--- config.mk ---
export PLATFORM = sky130hd
export DESIGN_NAME = instr_mem_loader
export DESIGN_NICKNAME = d
export VERILOG_FILES = /design/src/rtl/loader_pkg.sv /design/src/rtl/loader_byte_steer.sv /design/src/rtl/instr_mem_loader.sv
export SDC_FILE = /design/constraint.sdc
export NUM_CORES = 1
export LEC_CHECK = 0
export CAP_MARGIN = 10
export CORE_MARGIN = 4
export CORE_UTILIZATION = 46
export DETAILED_ROUTE_END_ITERATION = 8
export GPL_TIMING_DRIVEN = 0
export MAX_ROUTING_LAYER = met4
export PLACE_DENSITY = 0.8
export RECOVER_POWER = 100
export SKIP_LAST_GASP = 1
export SYNTH_ARGS = -nofsm -noshare
export SYNTH_HDL_FRONTEND = slang
export SYNTH_SLANG_ARGS = --single-unit
--- constraint.sdc ---
create_clock -name clk -period 2 [get_ports clk]
set_input_delay 0.4 -clock clk [delete_from_list [all_inputs] [get_ports clk]]
set_output_delay 0.4 -clock clk [all_outputs]
set_load 0.05 [all_outputs]
--- src/rtl/loader_pkg.sv ---
// Shared types and defaults for the instruction-memory loader.
// Image geometry falls back to these values when defines.v is not compiled first.
`ifndef NO_INSTR_BYTES
`define NO_INSTR_BYTES 16
`endif
`ifndef MEM_CELL_SIZE
`define MEM_CELL_SIZE 8
`endif

package loader_pkg;

  typedef enum logic [2:0] {
    IDLE = 3'd0,
    LOAD = 3'd1,
    PAD  = 3'd2,
    HOLD = 3'd3,
    RUN  = 3'd4
  } loader_state_t;

  localparam int RST_HOLD_DEFAULT = 4;

endpackage

--- src/rtl/loader_byte_steer.sv ---
// Maps the cells of one input beat onto ascending memory addresses.
// cells[k] is the cell destined for address base+k.
module loader_byte_steer #(
  parameter int IN_BYTES      = 4,
  parameter int MEM_CELL_SIZE = 8,
  parameter bit BIG_ENDIAN    = 1'b1
) (
  input  logic [IN_BYTES*MEM_CELL_SIZE-1:0]    in_data,
  output logic [IN_BYTES-1:0][MEM_CELL_SIZE-1:0] cells
);

  always_comb begin
    cells = '0;
    for (int k = 0; k < IN_BYTES; k++) begin
      if (BIG_ENDIAN)
        cells[k] = in_data[(IN_BYTES-1-k)*MEM_CELL_SIZE +: MEM_CELL_SIZE];
      else
        cells[k] = in_data[k*MEM_CELL_SIZE +: MEM_CELL_SIZE];
    end
  end

endmodule

--- src/rtl/instr_mem_loader.sv ---
// Streams an instruction image into a packed cell array, pads the tail with
// zero cells, then holds the processor in reset for RST_HOLD cycles.
//
// state | meaning
// IDLE  | no image, processor held in reset
// LOAD  | accepting input beats
// PAD   | filling unwritten tail with zero cells
// HOLD  | image complete, reset held RST_HOLD cycles
// RUN   | processor released, image frozen
module instr_mem_loader
  import loader_pkg::*;
#(
  parameter int NO_INSTR_BYTES = `NO_INSTR_BYTES,
  parameter int MEM_CELL_SIZE  = `MEM_CELL_SIZE,
  parameter int IN_BYTES       = 4,
  parameter bit BIG_ENDIAN     = 1'b1,
  parameter int RST_HOLD       = RST_HOLD_DEFAULT
) (
  input  logic                                          clk,
  input  logic                                          rst,
  input  logic                                          start,
  input  logic                                          fwd_cfg,
  input  logic                                          in_valid,
  output logic                                          in_ready,
  input  logic [IN_BYTES*MEM_CELL_SIZE-1:0]             in_data,
  input  logic                                          in_last,
  output logic [NO_INSTR_BYTES-1:0][MEM_CELL_SIZE-1:0]  instr_byte,
  output logic                                          cpu_rst,
  output logic                                          forwarding_EN,
  output logic                                          load_done,
  output logic                                          err_trunc,
  output logic [$clog2(NO_INSTR_BYTES+1)-1:0]           byte_count
);

  localparam int CW = $clog2(NO_INSTR_BYTES + 1);
  localparam int AW = (NO_INSTR_BYTES > 1) ? $clog2(NO_INSTR_BYTES) : 1;
  localparam int HW = (RST_HOLD > 1) ? $clog2(RST_HOLD) : 1;

  loader_state_t state, state_nxt;
  logic [CW-1:0] count_inc;
  logic [AW-1:0] base_addr;
  logic [HW-1:0] hold_cnt;
  logic          accept, full, wr_en, wr_zero;
  logic [IN_BYTES-1:0][MEM_CELL_SIZE-1:0] beat_cells;

  loader_byte_steer #(
    .IN_BYTES      (IN_BYTES),
    .MEM_CELL_SIZE (MEM_CELL_SIZE),
    .BIG_ENDIAN    (BIG_ENDIAN)
  ) u_steer (
    .in_data (in_data),
    .cells   (beat_cells)
  );

  assign in_ready  = (state == LOAD) && !start;
  assign accept    = in_valid && in_ready;
  assign count_inc = byte_count + CW'(IN_BYTES);
  assign full      = (count_inc == CW'(NO_INSTR_BYTES));
  assign base_addr = byte_count[AW-1:0];
  assign cpu_rst   = (state != RUN);
  assign load_done = (state == RUN);

  always_comb begin
    state_nxt = state;
    wr_en     = 1'b0;
    wr_zero   = 1'b0;
    case (state)
      IDLE: ;
      LOAD: begin
        if (accept) begin
          wr_en = 1'b1;
          if (full)
            state_nxt = HOLD;
          else if (in_last)
            state_nxt = PAD;
        end
      end
      PAD: begin
        wr_en   = 1'b1;
        wr_zero = 1'b1;
        if (full)
          state_nxt = HOLD;
      end
      HOLD: begin
        if (hold_cnt == '0)
          state_nxt = RUN;
      end
      RUN: ;
      default: state_nxt = IDLE;
    endcase
    // A restart overrides whatever the current state wanted to do.
    if (start) begin
      state_nxt = LOAD;
      wr_en     = 1'b0;
    end
  end

  always_ff @(posedge clk) begin
    if (rst) begin
      state         <= IDLE;
      byte_count    <= '0;
      err_trunc     <= 1'b0;
      forwarding_EN <= 1'b0;
      hold_cnt      <= '0;
      instr_byte    <= '0;
    end else begin
      state <= state_nxt;
      if (start) begin
        byte_count    <= '0;
        err_trunc     <= 1'b0;
        forwarding_EN <= fwd_cfg;
      end else if (wr_en) begin
        byte_count <= count_inc;
        for (int k = 0; k < IN_BYTES; k++)
          instr_byte[base_addr + AW'(k)] <= wr_zero ? '0 : beat_cells[k];
        if ((state == LOAD) && full && !in_last)
          err_trunc <= 1'b1;
      end
      if (state != HOLD)
        hold_cnt <= HW'(RST_HOLD - 1);
      else if (hold_cnt != '0)
        hold_cnt <= hold_cnt - HW'(1);
    end
  end

endmodule

-- Yosys cells after proc, flatten, opt, wreduce, memory -nomap -nowiden
Index checks and enable logic that the tools add are counted.
- bitwise gates (word level): 2
- magnitude comparators: 8
- multiplexer cells: 29
- reduce and logical (&&, ||, !) cells: 20
- $add $sub $neg: 5
- eq/ne operators: 16
- operators with widths (kind ; count):
    $bwmux 128 ; 4
    $demux 8 s4 ; 4
    $mux 8 ; 8
    $lt 4x5->1 const B ; 4
    $ge 4x1->1 const B ; 4
    $mux 3 ; 5
    $ne 3x3->1 const B ; 5
    $pmux 3 s4 ; 1
    $reduce_and 5->1 ; 2
    $add 4x2->4 const B ; 2
    $logic_and 1x1->1 ; 8
    $eq 3x2->1 const B ; 2
    $ne 2x2->1 const B ; 3
    $add 5x3->5 const B ; 1
    $eq 5x5->1 const B ; 1
    $add 4x1->4 const B ; 1
    $mux 1 ; 4
    $mux 2 ; 2
    $ne 4x4->1 const B ; 1
    $reduce_and 2->1 ; 2
    $reduce_bool 2->1 ; 2
    $reduce_or 2->1 ; 2
    $eq 3x1->1 const B ; 1
    $eq 3x3->1 const B ; 1
    8 further kinds ; 10
- output and inout port bits: 138
- bits in registers: 140
- input port bits: 38

-- Longest topological paths before layout
- word-level depth: 8
- mapped depth: 7

-- Hierarchy
Synthesis repeated with hierarchy kept, for this count alone.
- cell total of the unflattened synthesis: 603
- area total of the unflattened synthesis: 5672.9 µm²
- modules (own cells, without submodules) (module ; cells an instance ; area each (µm²) ; seq. area each (µm²) ; instances):
    instr_mem_loader ; 571 ; 5432.7 ; 2762.6 ; 1
    loader_byte_steer ; 32 ; 240.2 ; 0.0 ; 1

-- Worst setup path after synthesis
No wires, ideal clock.
- path kind: register to register
- from: reg byte_count[3]
- to: reg state[1]
- buffers on the path: 0
- arrival: 1.884 ns
- setup time: 0.070 ns
- setup slack: 0.046 ns
- stages on the path, launching flop included: 6
- cells stage by stage: dfxtp_1 -> ha_1 -> xor2_1 -> a21boi_0 -> or4_1 -> a21oi_1
- cells in the longest elaborated chain, start to end: 5
- elaborated cells on any way between the ends: 8
- RTL lines (element ; RTL line ; RTL):
    start, declared ; instr_mem_loader.sv:32 ; output logic [$clog2(NO_INSTR_BYTES+1)-1:0] byte_count
    start signal, assigned ; instr_mem_loader.sv:113 ; byte_count <= count_inc;
    $add 5x3->5 * ; instr_mem_loader.sv:57 ; assign count_inc = byte_count + CW'(IN_BYTES);
    $eq 5x5->1 * ; instr_mem_loader.sv:58 ; assign full = (count_inc == CW'(NO_INSTR_BYTES));
    $mux 3 ; instr_mem_loader.sv:72 ; if (full)
    $mux 3 ; instr_mem_loader.sv:70 ; if (accept) begin
    $pmux 3 s4 ; instr_mem_loader.sv:67 ; case (state)
    end signal, assigned ; instr_mem_loader.sv:107 ; state <= state_nxt;
    end, declared ; instr_mem_loader.sv:39 ; loader_state_t state, state_nxt;
Mark *: on every way between the ends. The rest lies on a longest branch, timed or not. The select of a mux whose other input is x is not followed.
A chain may end at the register's enable or synchronous reset.

-- Worst setup path in the final report
- from: reg instr_byte[9] (netlist bit)
- to: out instr_byte[9] (netlist bit)
- RTL lines (element ; RTL line ; RTL):
    start, declared ; instr_mem_loader.sv:27 ; output logic [NO_INSTR_BYTES-1:0][MEM_CELL_SIZE-1:0] instr_byte,
    start signal, assigned by index ; instr_mem_loader.sv:115 ; instr_byte[base_addr + AW'(k)] <= wr_zero ? '0 : beat_cells[k];
No word-level cell between the ends.

==> results.toml <==
[run_status]
status = "finished, final reports clean"

[setup_path]
crit_chain = "clkdlybuf4s50_1"
worstSetupStartpointType = "flop"
slowest_delay_ns = 0.82
cpLargestDelayFamily = "buffers and inverters"
worst-path-buf-inv = 1
cp-end-kind = "output port"
required_ns = 1.60
critPathKind = "flop to output port"
cp_slowest_cell = "clkdlybuf4s50_1"
critPathArrivalTime_ns = 1.58
worst-path-max-fanout = 2

[final_layout]
area_delta_synth_final_pct = 37.4
fin_nets = 807
n_fill_cell = 971
diodes = 0
seqCellArea_um2 = 2760
final_cell_area_um2 = 7470
drive_gt1_share_pct = 11.6
multiInputGateArea_um2 = 2330

[pwr]
p_int_w = 0.00499
p_sw_share_pct = 24.4
leakagePower_nw = 2.72
seqPwrFrac_pct = 42.4
p_comb_share_pct = 7.3
power.share.clock_pct = 50.3
fin_total_pwr_w = 0.00660
ir_drop_mv = 0.467
p_per_area_nw_per_um2 = 884
switching_power_w = 0.00161

[floorplan]
die_w_um = 117
core_um2 = 11500
ios = 176
rows = 39
start_util_pct = 47.4
die_y_um = 117
die_area_um2 = 13600

[grt]
grt_pass1_wl_um = 26500
grtUsageTotal_pct = 26.1
overflow = 0
grt_pass1_vias = 5156
antenna_found_initial = 0
grt_max_degree = 17

[synth]
synth-edff-count = 0
ys.flop_type = "dfxtp_1"
ys_ff_latch = 138
async_reset_ff_share_pct = 0
synth.most_common_cell = "dfxtp_1"
syn-cell-area_um2 = 5430
avgSynthCellArea_um2 = 9.51
syn_inst = 571
yosys.cell_types.count = 40
netlist_top_cells_count = "138 x dfxtp_1, 96 x nand3b_1, 88 x o21ai_0, 34 x nand3_1, 33 x nand2_1"
synth_top_cell_by_area = "dfxtp_1"
ys_top_cells_by_area = "dfxtp_1 51%, nand3b_1 13%, o21ai_0 8.1%, nand2b_1 3.7%, nand3_1 3.1%"
ys_warn_count = 0
seq_area_frac_synth_pct = 50.9
synthDominantCellAreaShare_pct = 50.9

[clocking]
htreeDepth = 4
hold_buffers = 0
cts_made_buffers = 17
cts-root-buf = "clkbuf_16"
tritoncts = "done"
clock-sinks = 138
clk_pin_slew_worst_paths_ns = 0.06
cts_buffer_depth = 2
clk_latency_ns = 0.41

[sta]
setup_viol = 0
fin_crit_ns = 1.98
finalMaxSlewViolations = 0
max_freq_mhz = 505
clock-skew-final_ns = 0.0122
tightest_slew_ns = 0.674
fin_crit_sh_pct = 99.1
slew_headroom_pct = 55.3
finalHoldViolCount = 0

[routing]
drt_first_pass_iters = 5
route.layer.met1.wl_um = 6960
vias = 5042
viasPerCell = 5.49
wire_per_inst_um = 19.0
met3WireLength_um = 1690
drc = 0
drt_wl_total_um = 17400
wl_met2_um = 8620
dr.max_layer_used = "met4"
ant_nets = 0
drt_iter0_drc = 393

[flow_run]
maxCapViolCount = 0

[placed_design]
portBuffers = 172
place_congestion = 0.868
place_area_um2 = 7340
hpwlAfterDp_um = 12400

[min_path]
min_path_type = "flop to flop"
==> sequential cells by signal (all words and copies together) (netlist names) <==
register and count:
byte_count 3, err_trunc 1, forwarding_EN 1, hold_cnt 2
instr_byte 128, state 3
==> power by group through the flow <==
stage,registers [W],clock network [W],logic [W]
4_1_cts,0.00280,0.00332,0.000495
5_1_grt,0.00280,0.00346,0.000510
6_report,0.00280,0.00332,0.000478
3_5_place_dp,0.00286,0,0.000492
2_1_floorplan,0.00294,0,0.000200
3_3_place_gp,0.00286,0,0.000481
==> cell usage in the layout (no fill, tap or decap), types with 4 or more instances in the layout <==
cell	Yosys	final
nand2_1	33	33
inv_6	0	4
clkbuf_2	11	13
o21ai_2	12	10
nand3b_1	96	96
a31oi_1	4	4
inv_1	6	6
clkbuf_1	13	87
buf_2	7	6
clkbuf_16	0	17
o21ai_0	88	110
o21ai_1	31	11
clkdlybuf4s50_1	0	87
ha_1	6	6
dfxtp_1	138	137
dlygate4sd2_1	0	10
buf_4	11	12
nand3_1	34	34
nor2_1	11	10
buf_6	6	4
nand2b_1	32	32
==> repair_timing <==
action | 4_1_cts | 5_1_grt
pin swaps | 0 | 0
resized for setup | 27 | 77
endpoints found under the setup margin | 13 | 75
buffers inserted | 0 | 0
==> layout make-up <==
type / count / share of cell area [%]
Buffer: 51 / 4.01
Sequential cell: 138 / 37.0
Multi-Input combinational cell: 377 / 31.2
Clock buffer: 18 / 5.88
Timing Repair Buffer: 172 / 16.7
Clock inverter: 14 / 2.48
Tap cell: 143 / 2.40
Inverter: 6 / 0.302
==> stage by stage <==
| stage | instances | setup WS [ns] | utilization [%] | TNS, ns | hold WS (ns) |
|---|---|---|---|---|---|
| 3_5_place_dp | 887 | -0.485 | 64.0 | -14.34 | 0.464 |
| 2_1_floorplan | 572 | 0.0459 | - | 0 | 0.482 |
| 4_1_cts | 919 | -0.0513 | 69.3 | -0.0513 | 0.474 |
| 6_report | 919 | 0.0180 | 65.1 | 0 | 0.475 |
| 3_3_place_gp | 887 | -0.498 | 64.0 | -11.56 | 0.457 |
| 5_1_grt | 919 | -0.00103 | 65.1 | -0.00103 | 0.486 |
==> final timing paths <==
kind | from | to | slack, ns | cells after the start
worst max register to register | state[1] | instr_byte[71] | 0.15 | 5
worst max-delay path | instr_byte[9] | instr_byte[9] | 0.02 | 1
worst min-delay path | instr_byte[115] | instr_byte[115] | 0.48 | 2
worst min register to register | instr_byte[115] | instr_byte[115] | 0.48 | 2
==> layer usage <==
layer / vias up / global-route usage (%)
met4: 0 / 8.18
met1: 2430 / 30.9
met2: 221 / 42.6
li1: 2373 / -
met3: 18 / 8.34
met5: - / -
==> kinds of logic after synthesis <==
family,share of synthesized area [%]
compound gates,16.2
buf+inv,6.15
simple gates,24.1
flops,50.9
xor+xnor,0.645
mux,0.576
other cells,0.0690
fa+ha+maj,1.38
No activity file was read; power rests on OpenSTA's default activity.
